--- config.mk ---
export PLATFORM = sky130hd
export DESIGN_NAME = rr_burst_arbiter
export DESIGN_NICKNAME = d
export VERILOG_FILES = /design/src/rtl/rr_arb_pkg.sv /design/src/rtl/rr_mask_pick.sv /design/src/rtl/rr_burst_arbiter.sv
export SDC_FILE = /design/constraint.sdc
export NUM_CORES = 1
export LEC_CHECK = 0
export BUFFER_PORTS_ARGS = -buffer_cell sky130_fd_sc_hd__clkbuf_2
export CAP_MARGIN = 10
export CORE_ASPECT_RATIO = 0.75
export CORE_UTILIZATION = 57
export DETAILED_ROUTE_END_ITERATION = 10
export PLACE_DENSITY_LB_ADDON = 0.2
export SYNTH_ARGS = -nofsm -noshare
export SYNTH_HDL_FRONTEND = slang
export SYNTH_SLANG_ARGS = --single-unit
--- constraint.sdc ---
create_clock -name clk -period 4.2 [get_ports clk]
set_input_delay 0.84 -clock clk [delete_from_list [all_inputs] [get_ports clk]]
set_output_delay 0.84 -clock clk [all_outputs]
set_load 0.02 [all_outputs]
--- src/rtl/rr_arb_pkg.sv ---
// Shared types and helpers for the round-robin burst arbiter.
package rr_arb_pkg;

  typedef enum logic {
    IDLE = 1'b0,
    BUSY = 1'b1
  } state_e;

  // OR-reduction of set positions; exact for one-hot inputs, 0 for all-zero.
  function automatic logic [4:0] onehot2bin(input logic [31:0] oh);
    logic [4:0] b;
    b = '0;
    for (int i = 0; i < 32; i++) begin
      if (oh[i]) b = b | 5'(i);
    end
    return b;
  endfunction

endpackage

--- src/rtl/rr_mask_pick.sv ---
// Pointer-masked fixed-priority pick: lowest request at or above ptr, else lowest request.
module rr_mask_pick
  import rr_arb_pkg::*;
#(
  parameter  int NUM  = 4,
  localparam int ID_W = $clog2(NUM)
) (
  input  logic [NUM-1:0]  req_i,
  input  logic [ID_W-1:0] ptr_i,
  output logic [NUM-1:0]  win_oh_o,
  output logic [ID_W-1:0] win_id_o
);

  logic [NUM-1:0] mask;
  logic [NUM-1:0] masked;
  logic [NUM-1:0] sel;

  always_comb begin
    mask     = {NUM{1'b1}} << ptr_i;
    masked   = req_i & mask;
    sel      = (|masked) ? masked : req_i;
    // Two's-complement trick isolates the lowest set bit.
    win_oh_o = sel & (~sel + NUM'(1));
    win_id_o = ID_W'(onehot2bin(32'(win_oh_o)));
  end

endmodule

--- src/rtl/rr_burst_arbiter.sv ---
// Round-robin arbiter holding a registered one-hot grant for a whole burst of beats.
module rr_burst_arbiter
  import rr_arb_pkg::*;
#(
  parameter  int NUM   = 4,
  parameter  int LEN_W = 4,
  localparam int ID_W  = $clog2(NUM)
) (
  input  logic                 clk,
  input  logic                 rst_n,
  input  logic [NUM-1:0]       req,
  input  logic [NUM*LEN_W-1:0] req_len,
  input  logic                 beat_done,
  output logic [NUM-1:0]       gnt,
  output logic [ID_W-1:0]      gnt_id,
  output logic                 gnt_vld,
  output logic                 last_beat,
  output state_e               dbg_state_o,
  output logic [ID_W-1:0]      dbg_ptr_o
);

  // Handshake: a grant, once loaded, is held until beat_done has been seen
  // cnt+1 times; req changes during BUSY are ignored (burst lock).
  state_e             state_q;
  logic [NUM-1:0]     gnt_q;
  logic [ID_W-1:0]    gnt_id_q;
  logic [LEN_W-1:0]   cnt_q;
  logic [ID_W-1:0]    ptr_q;

  logic               burst_end;
  logic [ID_W-1:0]    ptr_d;
  logic [NUM-1:0]     win_oh;
  logic [ID_W-1:0]    win_id;
  logic [LEN_W-1:0]   win_len;

  assign burst_end = (state_q == BUSY) && beat_done && (cnt_q == '0);

  // The pick sees the post-completion pointer so back-to-back grants rotate correctly.
  always_comb begin
    ptr_d = ptr_q;
    if (burst_end) begin
      ptr_d = (gnt_id_q == ID_W'(NUM - 1)) ? '0 : gnt_id_q + ID_W'(1);
    end
  end

  rr_mask_pick #(.NUM(NUM)) u_pick (
    .req_i    (req),
    .ptr_i    (ptr_d),
    .win_oh_o (win_oh),
    .win_id_o (win_id)
  );

  assign win_len = req_len[win_id*LEN_W +: LEN_W];

  always_ff @(posedge clk or negedge rst_n) begin
    if (!rst_n) begin
      state_q  <= IDLE;
      gnt_q    <= '0;
      gnt_id_q <= '0;
      cnt_q    <= '0;
      ptr_q    <= '0;
    end else begin
      ptr_q <= ptr_d;
      case (state_q)
        IDLE: begin
          if (|req) begin
            state_q  <= BUSY;
            gnt_q    <= win_oh;
            gnt_id_q <= win_id;
            cnt_q    <= win_len;
          end
        end
        BUSY: begin
          if (beat_done) begin
            if (cnt_q != '0) begin
              cnt_q <= cnt_q - LEN_W'(1);
            end else if (|req) begin
              gnt_q    <= win_oh;
              gnt_id_q <= win_id;
              cnt_q    <= win_len;
            end else begin
              state_q  <= IDLE;
              gnt_q    <= '0;
              gnt_id_q <= '0;
              cnt_q    <= '0;
            end
          end
        end
        default: state_q <= IDLE;
      endcase
    end
  end

  assign gnt         = gnt_q;
  assign gnt_id      = gnt_id_q;
  assign gnt_vld     = (state_q == BUSY);
  assign last_beat   = gnt_vld && (cnt_q == '0);
  assign dbg_state_o = state_q;
  assign dbg_ptr_o   = ptr_q;

endmodule

==> results.txt, run 1 <==
Final Hold Viols: 0
Worst-Margin Slew: 0.534 ns
Placer Congestion: 0.936
First-pass GRT wire length: 5.15 mm
Sum Neg Setup Slack: 0 ns
Max Clock Skew: 0.00232 ns
Most common cell after layout, fill and taps aside: clkbuf_2
Relative slew slack: 64.4%
CTS Root Cell: clkbuf_4
Status: finished clean
# clock sinks: 13
Mapped cell area: 1320 µm²
Post-synth EDFFs: 0
Port bufs: 33
Max clock buf depth: 2
Asr flop ratio synth: 100%
Ports: 34
WS Path Type: register to primary output
Drt drc: 0
Routed length on met3: 307 µm
Dpl ws: 1.52 ns
Via Count: 1321
Vias per cell: 6.41
Period minus WS final: 2.64 ns
Pre-antenna DRT Iters: 6
Die span in x: 57.5 µm
Chip height: 43.7 µm
Post-route ant nets: 0
CTS buffer count: 3
Synth Flop Type: dfrtp_1
Final setup violation count: 0
Drt wl/cell: 15.7 µm
CTS resizes: 0
Row count: 14
Met2 WL: 1.35 mm
WL met1: 1.55 mm
Most frequent cells in the layout: 33 x clkbuf_2, 13 x nand2_1, 13 x dfrtp_1, 10 x a21oi_1
Number of global-route vias before repair: 1111
Total Power: 0.000826 W
Core Area: 2080 µm²
PD cells: 558 nW/µm²
Total track usage: 26.8%
Worst setup EP type: primary output
WL final: 3.24 mm
GRT overflow: 0
Max_cap viols: 0
WP data required: 3.36 ns
Die area: 2510 µm²
Final HPWL DP: 2.52 mm
Synth-to-layout area growth: 12.2%
F_max: 379 MHz
Max rail drop VDD: 0.252 mV
Leak: 0.670 nW
Setup Fix Bufs, Post-CTS: 0
Slew Limit Fails: 0
CP startpoint kind: register
Layout fillers: 166
Gate Count Post-Synth: 154
Number of synthesized register bits: 13
Clock transition at path regs: 0.08 ns
Critical path arrival: 1.80 ns
Starting DRT DRC Count: 61
Nets: 209
Initial antenna violation count: 0
Largest net degree at the start of global routing: 21
Clk_lat worst skew: 0.28 ns
Part of the Yosys area used for sequential elements: 24.7%
Top routing layer in use: met4
Initial core utilization: 63.3%
Hold Buf Count CTS: 0
Peak fanout along the critical path: 8
CTS tree: yes
Hold Path Class: primary input to asynchronous set/reset pin
Post-synthesis area per instance: 8.56 µm²
RSZ-0062 raised after global routing: false
Synth cell types: 57
Period utilization: 62.9%
Layout cells sized above 1: 31.3%
Mapped Nets: 180
# diodes: 0
CTS H-tree depth: 1
Yosys warns: 0
Final setup margin: 1.56 ns
## critical path: stages (launching register included)
cell and delay (ns):
dfrtp_1 0.43, inv_1 0.12, ha_1 0.22, nor3b_4 0.39, and2_2 0.21, clkbuf_2 0.16
## cell families (layout without fill, tap and decap cells)
| family | after synthesis | after routing | share of synthesized area, % |
|---|---|---|---|
| AO/OA/AOI/OAI | 64 | 64 | 39.0 |
| buffers and inverters | 18 | 46 | 7.40 |
| AND/OR/NAND/NOR | 51 | 51 | 22.1 |
| adder cells (fa/ha/maj) | 3 | 3 | 2.85 |
| flip-flops | 13 | 13 | 24.7 |
| multiplexers | 5 | 5 | 3.98 |
## sequential cells by signal, indices dropped and copies added (netlist names)
signal,count
cnt_q,4
gnt,4
dbg_ptr_o,2
gnt_id,2
dbg_state_o,1
## through the flow
stage	utilization, %	hold slack (ns)	std cells	instance area, µm²
2_1_floorplan	-	0.544	154	1320
3_3_place_gp	69.7	0.463	202	1450
3_5_place_dp	69.7	0.470	202	1450
4_1_cts	71.0	0.460	206	1480
5_1_grt	71.0	0.463	206	1480
6_report	71.0	0.450	206	1480
## metal layers
metal  global-route usage, %  up-vias
met2                    39.3       75
met1                    40.8      582
met3                    6.87        4
li1                        -      660
met4                    2.93        0
met5                       0        -
## cell type report
cell class,instances,area [µm²],share of cell area [%]
Multi-Input combinational cell,123,896,60.5
Sequential cell,13,325,22.0
Timing Repair Buffer,34,173,11.7
Inverter,8,30.0,2.03
Tap cell,24,30.0,2.03
Clock buffer,4,26.3,1.78
## path summary, 6_finish.rpt
path | startpoint | endpoint | slack [ns] | cells after the start
worst max register to register | cnt_q[0] | cnt_q[3] | 1.62 | 8
worst min register to register | gnt[3] | gnt[3] | 0.48 | 2
worst max-delay path | cnt_q[0] | last_beat | 1.56 | 5
min in group clk | gnt[3] | gnt[3] | 0.48 | 2
max in group asynchronous | rst_n | gnt_id[0] | 3.50 | 1
worst min-delay path | rst_n | cnt_q[1] | 0.45 | 1
## power by group
part           internal, W  switching [W]
registers         0.000178      0.0000651
logic             0.000211       0.000294
clock network    0.0000368      0.0000414
## synth_stat cells, drive strengths merged, types with 3 or more instances
master	n	share of area, %
nor3	4	1.5
and2	3	1.5
ha	3	2.8
a21oi	10	3.8
a22o	3	2.0
dfrtp	13	25
o211ai	8	6.4
nor2b	3	1.4
inv	8	2.3
nand2	14	4.2
buf	8	4.6
o21bai	3	1.7
nor2	6	1.7
mux2i	3	2.3
o2111ai	5	3.3
nand3	6	2.7
a211oi	3	1.7
o21ai	10	4.4
No activity file was read; power rests on OpenSTA's default activity.
==> run 2: changes to the inputs <==
Settings changed: ABC_AREA set to 1, CORE_UTILIZATION 57 to 51.
Clock period 4.2 ns to 2.7 ns, I/O delays scaled along.
==> results.txt, run 2 <==
Die span in x: 56.9 µm (-1.2%)
Layout cells sized above 1: 33.0% (+1.7 points)
Synth Flop Type: dfrtp_1
Starting DRT DRC Count: 37 (-39%)
Number of global-route vias before repair: 1015 (-8.6%)
RSZ-0062 raised after global routing: false
Yosys warns: 0 (unchanged)
Combinational power share: 56.3% (-4.8 points)
CTS resizes: 0 (unchanged)
WP data required: 2.88 ns (-0.48 ns)
Synth cell types: 26 (-54%)
Synth-to-layout area growth: 18.4%
Setup Fix Bufs, Post-CTS: 0 (unchanged)
Clk_lat worst skew: 0.28 ns (about the same)
F_max: 433 MHz
PD cells: 794 nW/µm² (+42%)
CTS buffer count: 3 (unchanged)
Port bufs: 33 (unchanged)
Total Power: 0.00108 W (+31%)
Dpl cells: 220 (+8.9%)
Sum Neg Setup Slack: 0 ns (unchanged)
Initial core utilization: 55.7% (-7.6 points)
Final setup violation count: 0 (unchanged)
CTS Root Cell: clkbuf_4
Relative slew slack: 61.5% (-2.9 points)
Peak fanout along the critical path: 8 (unchanged)
Worst setup EP type: register
GRT overflow: 0 (unchanged)
Post-synthesis area per instance: 6.98 µm² (-19%)
Yosys top cell area share: 28.3% (+3.6 points)
Synth area leaders: dfrtp_1 28%, nand2_1 14%, inv_1 11%
Post-route ant nets: 0 (unchanged)
Mapped Nets: 191 (+6.1%)
Drt drc: 2 (+2)
Most common cell after layout, fill and taps aside: nand2_1
Period minus WS final: 2.31 ns
# diodes: 0 (unchanged)
Most frequent cells in the layout: 42 x nand2_1, 35 x inv_1, 33 x clkbuf_2, 13 x nand3_1, 13 x dfrtp_1
Die area: 2450 µm² (-2.3%)
Chip height: 43.1 µm (-1.2%)
Switching Share: 49.6% (+1.1 points)
Gate Count Post-Synth: 165 (+7.1%)
Critical path arrival: 2.49 ns (+0.69 ns)
Largest net degree at the start of global routing: 14 (-33%)
Number of synthesized register bits: 13 (unchanged)
CTS tree: yes
Internal power: 0.000545 W (+28%)
Core Area: 2070 µm² (-0.84%)
Via Count: 1093 (-17%)
Clock transition at path regs: 0.09 ns (about the same)
Leak: 0.800 nW (+19%)
Sequential fraction of design power: 31.6% (+2.2 points)
Row count: 14 (unchanged)
Hold Path Class: primary input to asynchronous set/reset pin
Hold Buf Count CTS: 0 (unchanged)
Drt wl/cell: 11.6 µm (-26%)
Top-count cell post-synth: nand2_1
Initial antenna violation count: 0 (unchanged)
Vias per cell: 4.88 (-24%)
Period utilization: 85.6%
WL final: 2.61 mm (-19%)
Mapped cell area: 1150 µm² (-13%)
Worst-Margin Slew: 0.573 ns (+0.0387 ns)
# clock sinks: 13 (unchanged)
Placer Congestion: 0.842 (-10%)
Max Clock Skew: 0.00247 ns (+0.000152 ns)
Layout Cells excl Fill: 224 (+8.7%)
Post-synth top area cell: dfrtp_1
Asr flop ratio synth: 100% (unchanged)
Total track usage: 25.0% (-1.8 points)
Slew Limit Fails: 0 (unchanged)
CP startpoint kind: register
Final HPWL DP: 2.13 mm (-16%)
First-pass GRT wire length: 4.59 mm (-11%)
WS Path Type: register to register
Nets: 227 (+8.6%)
CTS H-tree depth: 1 (unchanged)
Failing checks: design-rule violations
Sw Pwr: 0.000536 W (+34%)
Ports: 34 (unchanged)
Max clock buf depth: 2 (unchanged)
Power share of the clock group: 12.1% (+2.6 points)
Final Hold Viols: 0 (unchanged)
Status: complete, but fails checks
Max_cap viols: 0 (unchanged)
Synth cell count leaders: 42 x nand2_1, 35 x inv_1, 13 x dfrtp_1, 13 x nand3_1, 10 x o21ai_0
Post-synth EDFFs: 0 (unchanged)
Max rail drop VDD: 0.542 mV (+110%)
Part of the Yosys area used for sequential elements: 28.3% (+3.6 points)
Pre-antenna DRT Iters: 7 (+1)
-- run 2: cell types whose count changed after synthesis, sizes merged, moves of 4 or more --
cell     change
a21oi        -4
nand2       +40
nor2         +4
buf          -7
nor3         -4
inv         +27
nand3       +11
o211ai       -7
o2111ai      -5
-- run 2: metal layers --
layer | global-route usage [%] | up-vias | routed length (µm)
li1 | - | 585 | -
met1 | 32.6 | 479 | 1290
met2 | 42.4 | 27 | 1190
met3 | 6.40 | 2 | 115
met4 | 4.39 | 0 | 12
met5 | 0 | - | 0
-- run 2: layout make-up --
| type | count | area (µm²) |
|---|---|---|
| clock buffers | 3 | 22.5 |
| clock inverters | 1 | 5.00 |
| fillers | 183 | 704 |
| inverters | 37 | 149 |
| multi-input cells | 113 | 666 |
| flip-flops and latches | 13 | 325 |
| well taps | 24 | 30.0 |
| repair buffers | 33 | 165 |
-- run 2: kinds of logic after synthesis --
family                     Yosys count  share of synthesized area [%]
xor gates and xnor gates             2                           1.52
AOI/OAI and AO/OA                   21                           13.7
DFF                                 13                           28.3
adders and majority gates            3                           3.26
and+or+nand+nor                     87                           39.3
buffers and inverters               39                           13.9
-- run 2: power groups by stage --
stage               sequential, W  combinational, W  clock, W
floorplan                0.000395          0.000393         0
global placement         0.000341          0.000589         0
detailed placement       0.000345          0.000608         0
CTS                      0.000342          0.000612  0.000133
global route             0.000352          0.000682  0.000141
finish                   0.000342          0.000609  0.000131
-- run 2: worst max-delay path, stage by stage, from the launching register on --
cell     delay, ns
dfrtp_1       0.41
inv_1         0.11
ha_1          0.27
nand2_1       0.09
nor2_2        0.15
nand3_1       0.11
nand2_2       0.10
nand2_4       0.06
nand2_4       0.10
nand3_2       0.07
nand2_1       0.07
nand2_2       0.08
a21oi_4       0.23
nand2_1       0.07
nand3_1       0.09
nand2_1       0.06
nand2_1       0.07
a21oi_2       0.06
-- run 2: worst paths after layout --
kind / slack [ns] / from / cells after the start / end
max in group asynchronous: 2.28 / rst_n / 1 / cnt_q[1]
min: 0.15 / rst_n / 1 / gnt[0]
min in group clk: 0.47 / beat_done / 2 / dbg_state_o
max: 0.39 / cnt_q[0] / 17 / cnt_q[1]
min reg2reg: 0.51 / gnt[1] / 2 / gnt[1]
max reg2reg: 0.39 / cnt_q[0] / 17 / cnt_q[1]
-- run 2: per-stage QoR --
step                utilization [%]  cell area (µm²)  hold WS (ns)  setup slack [ns]
floorplan                         -             1150         0.244             0.693
global placement               64.6             1340         0.460             0.491
detailed placement             64.6             1340         0.468             0.418
CTS                            65.9             1360         0.153             0.399
global route                   65.9             1360         0.162             0.164
finish                         65.9             1360         0.149             0.389
